### src/rtl/mul_accumulator.sv
// Accumulates handshaked multiplier products into a registered running sum,
// with sticky overflow, optional saturate-and-freeze, and a saturating beat count.
module mul_accumulator #(
    parameter int WIDTH    = 16,
    parameter int CNT_W    = 8,
    parameter int SATURATE = 1
) (
    input  logic             clk,
    input  logic             reset,
    input  logic             in_valid,
    output logic             in_ready,
    input  logic [WIDTH-1:0] product,
    input  logic             mul_ovf,
    input  logic             clear,
    output logic [WIDTH-1:0] acc,
    output logic             acc_valid,
    output logic             ovf,
    output logic [CNT_W-1:0] count
);
    localparam bit SAT_EN = (SATURATE != 0);

    typedef enum logic [1:0] {IDLE, RUN, SAT} state_t;

    state_t           state, state_nxt;
    logic [WIDTH-1:0] acc_nxt;
    logic             ovf_nxt;
    logic [CNT_W-1:0] count_nxt;
    logic [WIDTH:0]   sum;
    logic             ovf_evt;
    logic             accept;

    assign in_ready = !reset && !clear && (state != SAT);
    assign accept   = in_valid && in_ready;
    assign sum      = {1'b0, acc} + {1'b0, product};
    assign ovf_evt  = mul_ovf | sum[WIDTH];

    always_comb begin
        state_nxt = state;
        acc_nxt   = acc;
        ovf_nxt   = ovf;
        count_nxt = count;
        if (accept) begin
            count_nxt = (count == '1) ? count : count + CNT_W'(1);
            if (ovf_evt && SAT_EN) begin
                acc_nxt   = '1;
                ovf_nxt   = 1'b1;
                state_nxt = SAT;
            end else begin
                // wrap mode keeps running; ovf stays sticky once set
                acc_nxt   = sum[WIDTH-1:0];
                ovf_nxt   = ovf | ovf_evt;
                state_nxt = RUN;
            end
        end
    end

    always_ff @(posedge clk) begin
        if (reset || clear) begin
            state     <= IDLE;
            acc       <= '0;
            ovf       <= 1'b0;
            count     <= '0;
            acc_valid <= 1'b0;
        end else begin
            state     <= state_nxt;
            acc       <= acc_nxt;
            ovf       <= ovf_nxt;
            count     <= count_nxt;
            acc_valid <= (state_nxt != IDLE);
        end
    end
endmodule

### config.mk
export PLATFORM = sky130hd
export DESIGN_NAME = mul_accumulator
export DESIGN_NICKNAME = d
export VERILOG_FILES = /design/src/rtl/mul_accumulator.sv
export SDC_FILE = /design/constraint.sdc
export NUM_CORES = 1
export LEC_CHECK = 0
export ABC_CLOCK_PERIOD_IN_PS = 2100
export CORE_ASPECT_RATIO = 0.6
export CORE_MARGIN = 8
export CORE_UTILIZATION = 44
export DETAILED_ROUTE_END_ITERATION = 12
export PLACE_DENSITY_LB_ADDON = 0.2
export SLEW_MARGIN = 20
export SYNTH_ARGS = -nofsm -noshare
export SYNTH_HDL_FRONTEND = slang
export SYNTH_SLANG_ARGS = --single-unit
### constraint.sdc
create_clock -name clk -period 2.1 [get_ports clk]
set_clock_uncertainty 0.05 [all_clocks]
set_input_delay 0.21 -clock clk [delete_from_list [all_inputs] [get_ports clk]]
set_output_delay 0.21 -clock clk [all_outputs]
set_load 0.1 [all_outputs]
# Yosys cells after proc, flatten, opt, wreduce, memory -nomap -nowiden
# Index checks and enable logic that the tools add are counted.
# classes
n_eq_ne,2
n_addsub,2
bitwise,3
mux,4
shifts,0
div_mod_pow,0
mul,0
magnitude_cmp,0
reduce_logical,8
# ops
cell,n
adder 16 x 16 -> 17 bit,1
two-way mux 16 bit,1
adder 8 x 1 -> 8 bit (second input constant),1
equality test 8 bit (second input constant),1
two-way mux 2 bit,2
logical AND 1 bit,3
logical NOT 1 bit,2
inequality test 2 bit (second input constant),1
OR 1 bit,2
AND reduction 2 bit,1
nonzero test 2 bit,1
logical OR 1 bit,1
two-way mux 1 bit,1
inverter 1 bit,1
# word_totals
latchBits,0
ram_bits,0
output_inout_bits,27
input_bits,21
romBits,0
register_bits,28
n_memories,0
word_cells,24

# Logic depth before layout (Yosys ltp)
# depth
ltp_word,6
ltp_mapped,9
depth_no_buf,9

# Least setup slack after synthesis
# No wires, ideal clock.
# synth_timing
kind,reg2reg
from,register acc[0]
to,register acc[15]
required_ns,1.971
path_buffers,1
synth_period_minus_slack_ns,2.670
setup_slack_ns,-0.570
path_stages_with_launch,10
arrival_time_ns,2.541
setup_time_ns,0.079
path_cell_list,dfxtp_1 ha_1 fa_1 a21o_1 nand4_1 a21boi_2 a21boi_2 a21o_1 buf_6 o211ai_1
# synth_between
elab_chain_len,3
# synth_rtl
item,line,text
start: declaration,15,"output logic [WIDTH-1:0] acc,"
start signal: assignment,66,acc <= acc_nxt;
adder 16 x 16 -> 17 bit (*),34,"assign sum = {1'b0, acc} + {1'b0, product};"
OR 1 bit,35,assign ovf_evt = mul_ovf | sum[WIDTH];
two-way mux 16 bit (*),44,if (ovf_evt && SAT_EN) begin
# Every way passes the cells marked *; elsewhere a longest branch is shown, timed or not.
# A chain may end at the register's enable or synchronous reset.

# Worst setup path in the final report
# layout_timing
from,register acc[0]
to,register state[1]
# layout_between
elab_chain_len,4
# layout_rtl
item,line,text
adder 16 x 16 -> 17 bit,34,
OR 1 bit,35,
two-way mux 2 bit,44,
two-way mux 2 bit,42,if (accept) begin
end signal: assignment,65,state <= state_nxt;
end: declaration,24,"state_t state, state_nxt;"
# No other way between the ends.

==> out/results.ini <==
[floorplanning]
fp.dieArea_um2 = 6612
core_um2 = 4076
start_util_pct = 45.46
rows = 18
die_w_um = 99.78
top_level_ports = 48
dieHeight_um = 66.27

[clock_tree]
clock_path_buffers = 2
clk_pin_slew_ps = 100
cts_hold_buf = 0
cts_buffers = 3
htreeDepth = 1
clk_latency_ps = 280
root_buffer = clkbuf_8
cts.sinks = 28
cts_tree = yes

[sta]
max_clock_freq_ghz = 0.4601
report.final.slew_viol_count = 0
worst_slew_pin_slew_ps = 309.2
rsz0062_at_grt = yes
hold_violations = 0
fin_ws_ps = -73.51
finalCritPeriodShare_pct = 103.5
slew_headroom_pct = 79.22
setup_violations = 16
finalCriticalPeriod_ps = 2174

[logic_synthesis]
ys_seq_area_share_pct = 30.25
synth.net_count = 253
ys.flop_type = dfxtp_1
syn_area_per_cell_um2 = 8.659
synth-edff-count = 0
synth_top_cell_by_area = dfxtp_1
ys_top_cells_by_area = dfxtp_1 (30%), ha_1 (11%), a21oi_1 (8.1%)
synth.most_common_cell = a21oi_1
synth_warnings = 0
synthArstFlopShare_pct = 0
syn_inst = 214
ys_top_cells_by_count = a21oi_1 (30), dfxtp_1 (28), nor2_1 (18)
ys_types = 44
yosys.area.top_type_share_pct = 30.25
synth_seq_cells = 28
synthesis.area_um2 = 1853

[placement]
dp_cells = 357
gp_congestion = 0.8729
hpwl_mm = 4.051
pre_cts_slack_ps = -323.4
port_buffers = 47
placed_cell_area_um2 = 2716

[power_and_ir_drop]
ir_drop_mv = 0.3500
power_uw = 1635
powerDensity_nw_per_um2 = 574.2
p_leak_uw = 0.001273

[outcome]
status = finished, violations left
violations = setup timing

[finish]
nets = 343
area_delta_synth_final_pct = 53.68
postLayoutCoreUtil_pct = 69.86
final_cell_count_no_fill = 363
drive_above_1_share_pct = 39.60
diodes = 0
fin_area_um2 = 2848

[drt]
via_per_inst = 5.154
wl_per_cell_um = 14.53
ant_nets = 0
num_vias = 1871
remaining_drc_errors = 0
drt-initial-drc-count = 69
routed_wl_mm = 5.276
first_pass_iters = 4

[worst_setup_path]
crit_path_start_kind = flip-flop
cp-end-kind = flip-flop
cp_data_required_time_ps = 2230
cp-endpoint = state[1]
crit_start = acc[0]
regToRegEndpoint = state[1]
cp_data_arrival_time_ps = 2300
path_max_fanout = 7
criticalPathCategory = flip-flop to flip-flop
worstReg2RegStart = acc[0]
rr_worst_depth = 10
ff2ff_setup_slack_ps = -70

[grt]
grt_pass1_vias = 1803
grt_pass1_wl_mm = 8.652
grt_antenna_before_repair = 0
grt_max_degree = 29
gr-total-overflow = 0
grt_use_total_pct = 15.93

[flow_run]
max_cap_viol_count = 0

[hold_path]
hp-class = primary input to flip-flop

==> worst min-delay path by stage <==
| stage | from | to | slack [ps] | cells after the start |
|---|---|---|---|---|
| 3_3_place_gp | ovf | ovf | 410 | 2 |
| 3_5_place_dp | ovf | ovf | 410 | 2 |
| 5_1_grt | product[0] | acc[0] | 350 | 4 |
| 2_1_floorplan | in_valid | state[0] | 270 | 1 |
| 6_report | product[0] | acc[0] | 330 | 4 |
| 4_1_cts | ovf | ovf | 430 | 2 |
==> metrics by stage <==
| step | setup TNS, ps | hold WS (ps) |
|---|---|---|
| final | -457.4 | 329.2 |
| after global routing | -2434 | 348.8 |
| after CTS | -93.66 | 433.9 |
| after detailed placement | -5190 | 410.1 |
| after global placement | -4793 | 414.4 |
| after floorplan | -494.2 | 271.0 |
==> cells by family (layout without fill, tap and decap cells) <==
family,count (synthesis),in the layout,share of synthesized area [%]
buffers and inverters,8,97,2.093
XOR/XNOR,17,17,8.035
AND/OR/NAND/NOR,65,65,19.04
AO/OA/AOI/OAI,76,76,26.94
multiplexers,2,2,1.080
flip-flops,28,28,30.25
adder cells (fa/ha/maj),18,18,12.56
==> registers in the layout, indices dropped and copies added (netlist names) <==
register and count:
acc_valid 1, ovf 1, state 2, acc 16, count 8
==> worst max-delay path: stages, from the launching register on <==
cell and delay, ps:
dfxtp_4 370, ha_4 170, fa_2 390, a21o_1 200, nand4_1 120, a21boi_2 100, a21boi_2 190, buf_6 140
a21oi_4 100, a22oi_1 180, nor2_1 60
==> report_power, final <==
group,switching [uW],total (uW),internal [uW]
Combinational,443,740,297
Clock,179,316,137
Sequential,23.5,580,557
Total,645,1640,990
==> timing repair <==
action,4_1_cts,5_1_grt
buffers inserted,0,2
resized for setup,1,15
setup endpoints to repair,6,19
pin swaps,1,22
==> layer usage <==
layer / track usage [%] / part of all wire, %
met5: 0 / 0
met4: 2.247 / 0.55
met3: 3.782 / 5.6
met2: 24.48 / 41
met1: 22.34 / 52
==> layout by cell type, fill, tap and decap left out, types with 3 or more instances in the layout <==
cell type        count
nand2_1             15
a21o_1              10
o21ai_1              4
a21oi_1             25
clkbuf_8             3
buf_4               65
xor2_1               9
ha_1                15
nand4_1              5
nor2_1              18
a21oi_2              6
dfxtp_4              9
buf_6                4
dfxtp_1              6
dfxtp_2             13
o21ai_0              3
clkdlybuf4s50_1     19
o211ai_1             4
nor3_1               4
a31oi_1              9
xnor2_1              8
nand3_1              7
==> final cells by class <==
type	count	area, um^2
clock buffers	4	45.04
fillers	325	1229
inverters	2	7.507
multi-input cells	178	1334
flip-flops and latches	28	610.6
well taps	60	75.07
repair buffers	91	775.7
Note: power is estimated with default switching activity, not from simulation.
